**src/rtl/adder32_bist_pkg.sv**
```systemverilog
// Shared types and constants for the 32-bit adder BIST controller.
// Corner-vector tables are only consumed when ADDER32_BIST_CORNER_EN is defined.
package adder32_bist_pkg;

  typedef enum logic [1:0] {
    IDLE  = 2'd0,
    RUN   = 2'd1,
    DRAIN = 2'd2,
    DONE  = 2'd3
  } state_t;

  // x^32 + x^22 + x^2 + x + 1, right-shifting Galois form
  localparam logic [31:0] LFSR_TAPS = 32'h8020_0003;

  localparam int LAT_MIN = 1;
  localparam int LAT_MAX = 4;

  localparam int NUM_CORNERS = 4;
  localparam logic [0:3][31:0] CORNER_A   = '{32'hFFFF_FFFF, 32'hFFFF_FFFF, 32'h0000_0000, 32'hAAAA_AAAA};
  localparam logic [0:3][31:0] CORNER_B   = '{32'h0000_0000, 32'hFFFF_FFFF, 32'h0000_0000, 32'h5555_5555};
  localparam logic [0:3]       CORNER_CIN = 4'b1101;

  function automatic logic [31:0] lfsr_next(input logic [31:0] cur);
    return {1'b0, cur[31:1]} ^ (cur[0] ? LFSR_TAPS : 32'h0);
  endfunction

endpackage

```
**src/rtl/adder32_bist_lfsr.sv**
```systemverilog
// 32-bit Galois LFSR with step enable; a zero seed is replaced by 1 so the
// register can never lock up in the all-zero state.
module adder32_bist_lfsr
  import adder32_bist_pkg::*;
#(
  parameter logic [31:0] SEED = 32'h0000_0001
) (
  input  logic        clk,
  input  logic        rst_n,
  input  logic        step,
  output logic [31:0] value
);

  localparam logic [31:0] SEED_EFF = (SEED == 32'h0) ? 32'h0000_0001 : SEED;

  // NOTE: sequential state uses non-blocking assignments so every register
  // samples the pre-edge values of its neighbours.
  always_ff @(posedge clk or negedge rst_n) begin
    if (!rst_n) begin
      value <= SEED_EFF;
    end else if (step) begin
      value <= lfsr_next(value);
    end
  end

endmodule

```
**src/rtl/adder32_bist_ctrl.sv**
```systemverilog
// BIST driver/checker for the registered 32-bit adder: issues LFSR operands,
// tracks expected {cout,s} through a LAT-deep delay line and scores results.
// Optional: ADDER32_BIST_CORNER_EN prepends four fixed corner vectors per run.
module adder32_bist_ctrl
  import adder32_bist_pkg::*;
#(
  parameter int          LAT    = 2,
  parameter int          CNT_W  = 16,
  parameter logic [31:0] SEED_A = 32'h1234_5678,
  parameter logic [31:0] SEED_B = 32'h8765_4321
) (
  input  logic             CLK,
  input  logic             RESET_N,
  input  logic             start,
  input  logic [CNT_W-1:0] num_vectors,
  output logic [0:31]      dut_a,
  output logic [0:31]      dut_b,
  output logic             dut_cin,
  input  logic [0:31]      dut_s,
  input  logic             dut_cout,
  output logic             busy,
  output logic             done,
  output logic             pass,
  output logic [CNT_W-1:0] err_count,
  output logic [CNT_W-1:0] first_err_idx
);

  if (LAT < LAT_MIN || LAT > LAT_MAX) begin : g_bad_lat
    $error("adder32_bist_ctrl: LAT out of range");
  end

  typedef struct packed {
    logic             valid;
    logic [CNT_W-1:0] idx;
    logic [32:0]      exp;
  } entry_t;

  localparam logic [CNT_W-1:0] ALL_ONES = '1;

  state_t           state, state_next;
  logic [CNT_W-1:0] num_q, issue_idx;
  logic [2:0]       drain_cnt;
  logic [31:0]      a_q, b_q;
  logic             cin_q;
  logic [31:0]      lfsr_a, lfsr_b;
  logic             accept, issue, drain_exit, lfsr_step;
  logic [31:0]      vec_a, vec_b;
  logic             vec_cin, corner_sel;
  logic [32:0]      vec_exp;
  entry_t           line [LAT];
  entry_t           tail;
  logic             cmp_fail;
  logic [CNT_W-1:0] err_next;

  adder32_bist_lfsr #(.SEED(SEED_A)) u_lfsr_a (
    .clk  (CLK),
    .rst_n(RESET_N),
    .step (lfsr_step),
    .value(lfsr_a)
  );

  adder32_bist_lfsr #(.SEED(SEED_B)) u_lfsr_b (
    .clk  (CLK),
    .rst_n(RESET_N),
    .step (lfsr_step),
    .value(lfsr_b)
  );

  always_ff @(posedge CLK or negedge RESET_N) begin
    if (!RESET_N) state <= IDLE;
    else          state <= state_next;
  end

  // NOTE: every always_comb output gets a default first, so no branch can
  // leave a value unassigned and infer a latch.
  always_comb begin
    state_next = state;
    accept     = 1'b0;
    issue      = 1'b0;
    drain_exit = 1'b0;
    case (state)
      IDLE, DONE: begin
        if (start) begin
          accept     = 1'b1;
          state_next = (num_vectors == '0) ? DONE : RUN;
        end
      end
      RUN: begin
        issue = 1'b1;
        if (issue_idx == num_q - CNT_W'(1)) state_next = DRAIN;
      end
      DRAIN: begin
        if (drain_cnt == 3'(LAT - 1)) begin
          drain_exit = 1'b1;
          state_next = DONE;
        end
      end
      default: state_next = IDLE;
    endcase
  end

  always_comb begin
`ifdef ADDER32_BIST_CORNER_EN
    corner_sel = (issue_idx < CNT_W'(NUM_CORNERS));
    vec_a      = corner_sel ? CORNER_A[issue_idx[1:0]]   : lfsr_a;
    vec_b      = corner_sel ? CORNER_B[issue_idx[1:0]]   : lfsr_b;
    vec_cin    = corner_sel ? CORNER_CIN[issue_idx[1:0]] : issue_idx[0];
`else
    corner_sel = 1'b0;
    vec_a      = lfsr_a;
    vec_b      = lfsr_b;
    vec_cin    = issue_idx[0];
`endif
    vec_exp    = {1'b0, vec_a} + {1'b0, vec_b} + {32'h0, vec_cin};
    lfsr_step  = issue && !corner_sel;
  end

  // The tail entry lines up with the adder output sampled at this edge.
  assign tail     = line[LAT-1];
  assign cmp_fail = tail.valid && ({dut_cout, dut_s} != tail.exp);
  assign err_next = (cmp_fail && err_count != ALL_ONES) ? err_count + CNT_W'(1) : err_count;

  always_ff @(posedge CLK or negedge RESET_N) begin
    if (!RESET_N) begin
      num_q         <= '0;
      issue_idx     <= '0;
      drain_cnt     <= '0;
      a_q           <= '0;
      b_q           <= '0;
      cin_q         <= 1'b0;
      pass          <= 1'b0;
      err_count     <= '0;
      first_err_idx <= ALL_ONES;
      // NOTE: the delay line is only LAT entries, so whole entries are reset;
      // strictly only the valid bits need it.
      for (int i = 0; i < LAT; i++) line[i] <= '0;
    end else begin
      if (accept) begin
        num_q     <= num_vectors;
        issue_idx <= '0;
      end else if (issue) begin
        issue_idx <= issue_idx + CNT_W'(1);
      end

      if (issue) begin
        a_q   <= vec_a;
        b_q   <= vec_b;
        cin_q <= vec_cin;
      end

      drain_cnt <= (state == DRAIN) ? drain_cnt + 3'd1 : 3'd0;

      line[0] <= '{valid: issue, idx: issue_idx, exp: vec_exp};
      for (int i = 1; i < LAT; i++) line[i] <= line[i-1];

      if (accept) begin
        err_count     <= '0;
        first_err_idx <= ALL_ONES;
      end else begin
        err_count <= err_next;
        if (cmp_fail && first_err_idx == ALL_ONES) first_err_idx <= tail.idx;
      end

      // err_next already includes a compare landing on the exit edge.
      if (accept)          pass <= (num_vectors == '0);
      else if (drain_exit) pass <= (err_next == '0);
    end
  end

  assign dut_a   = a_q;
  assign dut_b   = b_q;
  assign dut_cin = cin_q;
  assign busy    = (state == RUN) || (state == DRAIN);
  assign done    = (state == DONE);

endmodule
```
**config.mk**
```make
export PLATFORM = sky130hd
export DESIGN_NAME = adder32_bist_ctrl
export DESIGN_NICKNAME = d
export VERILOG_FILES = /design/src/rtl/adder32_bist_pkg.sv /design/src/rtl/adder32_bist_lfsr.sv /design/src/rtl/adder32_bist_ctrl.sv
export SDC_FILE = /design/constraint.sdc
export NUM_CORES = 1
export LEC_CHECK = 0
export BUFFER_PORTS_ARGS = -buffer_cell sky130_fd_sc_hd__buf_2
export CAP_MARGIN = 30
export CORE_AREA = 8 8 118 201
export CTS_BUF_LIST = sky130_fd_sc_hd__clkbuf_8
export CTS_CLUSTER_SIZE = 28
export DETAILED_ROUTE_END_ITERATION = 16
export DIE_AREA = 0 0 126 209
export PLACE_DENSITY = 0.81
export SYNTH_ARGS = -nofsm -noshare
export SYNTH_HDL_FRONTEND = slang
export SYNTH_SLANG_ARGS = --single-unit
```
**constraint.sdc**
```tcl
create_clock -name CLK -period 3.09 [get_ports CLK]
set_input_delay 0.618 -clock CLK [delete_from_list [all_inputs] [get_ports CLK]]
set_output_delay 0.618 -clock CLK [all_outputs]
set_load 0.1 [all_outputs]
```
==> results of run 1 <==
-- worst max-delay path: stages, from the launching register on --
cell and delay, ns:
dfstp_2 0.56, fa_2 0.22, inv_2 0.05, fa_2 0.39, nor2b_2 0.19, o31ai_4 0.09
a2111oi_4 0.30, buf_4 0.20, o21ai_2 0.07, a311oi_2 0.19, buf_4 0.16, a21o_1 0.19
a41oi_2 0.15, xnor2_1 0.15
-- power breakdown --
part	internal (mW)	total, mW	switching (mW)
clock network	1.60	2.90	1.30
logic	2.48	8.53	6.05
registers	4.77	5.73	0.962
total	8.85	17.2	8.31
-- state kept, by name, indices dropped and copies added (netlist names) --
register        flops
u_lfsr_b.value     32
line              100
drain_cnt           3
state               2
dut_cin             1
num_q              16
pass                1
dut_b              14
u_lfsr_a.value     31
err_count          16
dut_a              16
issue_idx          16
first_err_idx      16
-- kinds of logic after synthesis --
logic type	synth area share
simple gates	0.127
flops	0.543
compound gates	0.0959
buf+inv	0.0582
xor+xnor	0.0850
mux	0.0465
fa+ha+maj	0.0441
-- per-layer routing --
layer / share of wire / track usage / routed length (µm) / up-vias
li1: - / - / - / 4134
met1: 0.36 / 0.223 / 10000 / 4285
met2: 0.55 / 0.402 / 15600 / 248
met3: 0.051 / 0.0433 / 1430 / 53
met4: 0.040 / 0.108 / 1130 / 0
met5: 0 / 0 / 0 / -
-- layout by cell type (no fill, tap or decap), drive strengths merged, types with 3 or more instances in the layout --
master / n
a21boi: 5
clkbuf: 49
and2: 3
and4: 4
and3: 11
nand2: 125
nand4: 14
mux2: 40
dfrtp: 222
nor2b: 8
nand3b: 4
a311o: 4
a31oi: 7
a211oi: 3
o31ai: 10
xor2: 69
nand3: 27
buf: 193
dfstp: 42
xnor2: 50
mux2i: 12
nor3b: 4
o21ai: 85
a21oi: 31
nor3: 18
clkinv: 3
or3: 7
or2: 3
nand2b: 6
ha: 40
nor2: 70
a21o: 18
inv: 88
nor4: 15
-- area by class of cell --
type                    instances  area, µm²  share of cell area
flip-flops and latches        264       6660               0.470
clock inverters                22        148              0.0104
well taps                     252        315              0.0222
inverters                      72        270              0.0191
clock buffers                  49        674              0.0476
repair buffers                193       1160              0.0815
multi-input cells             724       4960               0.350
-- path summary, 6_finish.rpt --
kind / start / to
setup / recovery: u_lfsr_b.value[0] / line[80]
hold / removal: RESET_N / line[33]
setup reg to reg: u_lfsr_b.value[0] / line[80]
hold reg to reg: line[70] / line[20]
max in group asynchronous: RESET_N / first_err_idx[5]
min in group CLK: num_vectors[12] / num_q[12]
-- synthesized netlist by cell type (13+ instances only) --
cell type,number
dfrtp_1,222
nand2_1,125
inv_1,72
nor2_1,70
xor2_1,69
o21ai_0,60
xnor2_1,50
dfstp_2,42
ha_1,40
mux2_2,40
buf_4,36
clkbuf_1,36
a21oi_1,31
nand3_1,26
o21ai_1,25
a21o_1,18
nor3_1,17
nor4_1,14
nand4_1,13
-- metrics by stage --
step | power [mW] | worst slack, ns | cells
after floorplan | 12.5 | 0.180 | 1137
after global placement | 13.9 | -0.0911 | 1501
after detailed placement | 14.2 | -0.196 | 1501
after CTS | 17.2 | 0.00969 | 1574
after global routing | 18.1 | -0.0482 | 1576
final | 17.2 | 0.0775 | 1576
-- repair_timing --
item | CTS | global route
pin swaps | 2 | 6
endpoints found under the setup margin | 5 | 6
setup buffers | 2 | 3
gates resized for setup | 4 | 7
==> impl_metrics.json, run 1 <==
{
  "slew_headroom": 0.579,
  "fillers": 1553,
  "cts_root_buf": "clkbuf_8",
  "routedWlPerCell_um": 17.9,
  "drive_gt1_frac": 0.268,
  "clk_pin_slew_ns": 0.08,
  "place_congestion": 0.913,
  "p_leak_nw": 7.07,
  "dp_hpwl_um": 21000,
  "whs_ns": 0.113,
  "dpl-instance-area_um2": 13300,
  "numPortBuffers": 151,
  "synth-edff-count": 0,
  "fin_util": 0.680,
  "grt_pass1_wl_um": 45500,
  "syn_nets": 1231,
  "finalWirelength_um": 28200,
  "fin_tns_setup_ns": 0,
  "cts_htree_levels": 2,
  "synth-seq-area-share": 0.543,
  "ys.warnings.count": 0,
  "reg2regPathDepth": 13,
  "rrSetupSlack_ns": 0.08,
  "die_height_um": 209,
  "period_minus_slack_ns": 3.01,
  "syn_inst": 1137,
  "worst_slew_pin_slew_ns": 0.631,
  "crit_fanout": 3,
  "syn_area_per_cell_um2": 10.8,
  "core-area_um2": 20800,
  "numCtsBuffers": 39,
  "critPathKind": "reg2reg",
  "vias_per_cell": 5.53,
  "layout-area-overhead-vs-synth_pct": 15.6,
  "final_nets": 1388,
  "initial_utilization": 0.588,
  "hp-class": "in2async",
  "grt_pass1_vias": 8975,
  "synth_ff_type": "dfrtp_1",
  "rows": 70,
  "die_w_um": 126,
  "slew_violations": 0,
  "ant_nets": 0,
  "hold_buffers": 0,
  "startpoint_type": "flip-flop",
  "diodes": 0,
  "num_vias": 8720,
  "layout_worst_path_cycle_share": 0.975,
  "insertion_delay_ns": 0.52,
  "drc": 0,
  "clk_path_buf_depth": 3,
  "finalSetupViolCount": 0,
  "synth.top_cell.area_share": 0.453,
  "cap_viol_max_count": 0,
  "cp-end-kind": "flip-flop",
  "final_area_um2": 14200,
  "synth_cell_types": 67,
  "ir_drop_mv": 1.46,
  "cts.sinks": 264,
  "critPathRequiredTime_ns": 3.49,
  "outcome": "finished, final reports clean",
  "finalHoldViolations": 0,
  "grt_max_degree": 82,
  "yosys.area.top_type": "dfrtp_1",
  "fin_worst_skew_ns": 0.0196,
  "antenna_found_initial": 0,
  "p_per_area_nw_per_um2": 1210,
  "cts_tree": "done",
  "synthTopCellsByArea": "dfrtp_1, dfstp_2, xor2_1",
  "synth_area_um2": 12300,
  "crit_arrival_ns": 3.42,
  "dr.first_iter.drc_count": 588,
  "track_usage": 0.216,
  "overflow": 0,
  "drt_pre_antenna_iters": 5,
  "dieArea_um2": 26300,
  "synth_seq_cells": 264,
  "ios": 152,
  "fmax_mhz": 332,
  "async_flop_share": 1.00
}
Note: power is estimated with default switching activity, not from simulation.
==> inputs of run 2 (changes only) <==
--- a/config.mk
+++ b/config.mk
@@ -13,6 +13,7 @@
 export DETAILED_ROUTE_END_ITERATION = 16
 export DIE_AREA = 0 0 126 209
 export PLACE_DENSITY = 0.81
+export REMOVE_ABC_BUFFERS = 1
 export SYNTH_ARGS = -nofsm -noshare
 export SYNTH_HDL_FRONTEND = slang
 export SYNTH_SLANG_ARGS = --single-unit
==> impl_metrics.json, run 2 (synthesized netlist as in run 1, its figures left out) <==
{
  "overflow": 0,
  "rsz0062_at_grt": "yes",
  "grt_pass1_vias": 8957,
  "finalSetupViolCount": 0,
  "critPathRequiredTime_ns": 3.49,
  "dr.first_iter.drc_count": 713,
  "cap_viol_max_count": 0,
  "track_usage": 0.211,
  "drt_pre_antenna_iters": 5,
  "max_stage_delay_ns": 0.54,
  "numPortBuffers": 151,
  "layout_worst_path_cycle_share": 0.971,
  "drc": 0,
  "ir_drop_mv": 0.957,
  "final_cells": 1565,
  "grt_pass1_wl_um": 44700,
  "layout_commonest_cell": "dfrtp_1",
  "place_congestion": 0.889,
  "final_area_um2": 14000,
  "crit_family": "compound AO/OA/AOI/OAI gates",
  "dp.cells": 1492,
  "num_vias": 8649,
  "slew_violations": 0,
  "fin_util": 0.673,
  "hp-class": "in2async",
  "rows": 70,
  "regArea_um2": 6660,
  "dpl-instance-area_um2": 13200,
  "insertion_delay_ns": 0.53,
  "clk_path_buf_depth": 3,
  "hold_buffers": 0,
  "final_cell_mix": "dfrtp_1, buf_2, nand2_1",
  "finalHoldViolations": 0,
  "crit_fanout": 5,
  "period_minus_slack_ns": 3.00,
  "grt_max_degree": 98,
  "final_nets": 1378,
  "crit_arrival_ns": 3.40,
  "cts_tree": "done",
  "startpoint_type": "flip-flop",
  "cpMaxStageDelayCell": "dfstp_2",
  "ant_nets": 0,
  "critPathKind": "reg2reg",
  "cts_htree_levels": 2,
  "finalWirelength_um": 27600,
  "initial_utilization": 0.588,
  "slew_headroom": 0.598,
  "outcome": "finished, final reports clean",
  "fillers": 1607,
  "clk_pin_slew_ns": 0.07,
  "core-area_um2": 20800,
  "cp_cell_sequence": "ha_1 -> a21o_1 -> a31oi_1 -> a21oi_1 -> o31ai_1 -> buf_4 -> a21oi_1 -> o31ai_1 -> nor3b_1 -> a311o_1",
  "cp_num_buf_inv": 1,
  "dp_hpwl_um": 20400,
  "diodes": 0,
  "cp-end-kind": "flip-flop",
  "ios": 152,
  "numCtsBuffers": 38,
  "fmax_mhz": 333,
  "total_power_mw": 16.9,
  "drive_gt1_frac": 0.255,
  "die_w_um": 126,
  "largest_reg_flops": 100,
  "multi_input_area_um2": 4940,
  "cts_root_buf": "clkbuf_8",
  "top_regs": "line (100), u_lfsr_b.value (32), u_lfsr_a.value (31)",
  "vias_per_cell": 5.53,
  "whs_ns": 0.0726,
  "antenna_found_initial": 0,
  "p_per_area_nw_per_um2": 1210,
  "dieArea_um2": 26300,
  "top_register": "line",
  "die_height_um": 209,
  "p_leak_nw": 7.00,
  "cts.sinks": 264,
  "layout-area-overhead-vs-synth_pct": 14.4,
  "fin_worst_skew_ns": 0.0314,
  "worst_slew_pin_slew_ns": 0.602,
  "routedWlPerCell_um": 17.7
}
## run 2: final timing paths
path	startpoint	to	slack, ns	cells after the start
max in group asynchronous	RESET_N	u_lfsr_a.value[28]	2.21	2
worst min register to register	line[72]	line[22]	0.35	0
worst max register to register	u_lfsr_a.value[4]	line[75]	0.09	10
worst max-delay path	u_lfsr_a.value[4]	line[75]	0.09	10
min in group CLK	num_vectors[6]	num_q[6]	0.30	3
worst min-delay path	RESET_N	line[86]	0.07	1
## run 2: metrics by stage
stage                     worst slack (ns)  setup TNS [ns]
final                               0.0910               0
after global routing               -0.0428          -0.117
after global placement               0.127               0
after floorplan                     -0.665          -23.44
after detailed placement           0.00378               0
after CTS                          0.00157               0
## run 2: repair_timing
action,4_1_cts,5_1_grt
pin swaps,4,4
setup endpoints to repair,1,8
gates resized for setup,2,3
buffers inserted,3,1
## run 2: routing by layer
layer,GRT usage,vias up,share of wire
met3,0.0398,71,0.050
met5,0,-,0
met1,0.224,4218,0.36
met4,0.101,0,0.040
li1,-,4109,-
met2,0.392,251,0.55
## run 2: final cells by class
type	instances	share of cell area
clock buffers	44	0.0432
clock inverters	25	0.0130
inverters	72	0.0193
multi-input cells	724	0.352
flip-flops and latches	264	0.474
well taps	252	0.0225
repair buffers	184	0.0758
## run 2: worst reg2reg max path, stage by stage (launching register included)
cell	delay [ns]
dfstp_2	0.54
ha_1	0.28
a21o_1	0.18
a31oi_1	0.24
a21oi_1	0.16
o31ai_1	0.41
buf_4	0.19
a21oi_1	0.13
o31ai_1	0.35
nor3b_1	0.10
a311o_1	0.32
## run 2: power by group
group / leakage [nW] / internal [mW] / total (mW) / switching [mW]
registers: 3.32 / 4.76 / 5.65 / 0.886
clock network: 0.463 / 1.55 / 2.83 / 1.28
logic: 3.22 / 2.39 / 8.46 / 6.06
total: 7.00 / 8.71 / 16.9 / 8.23
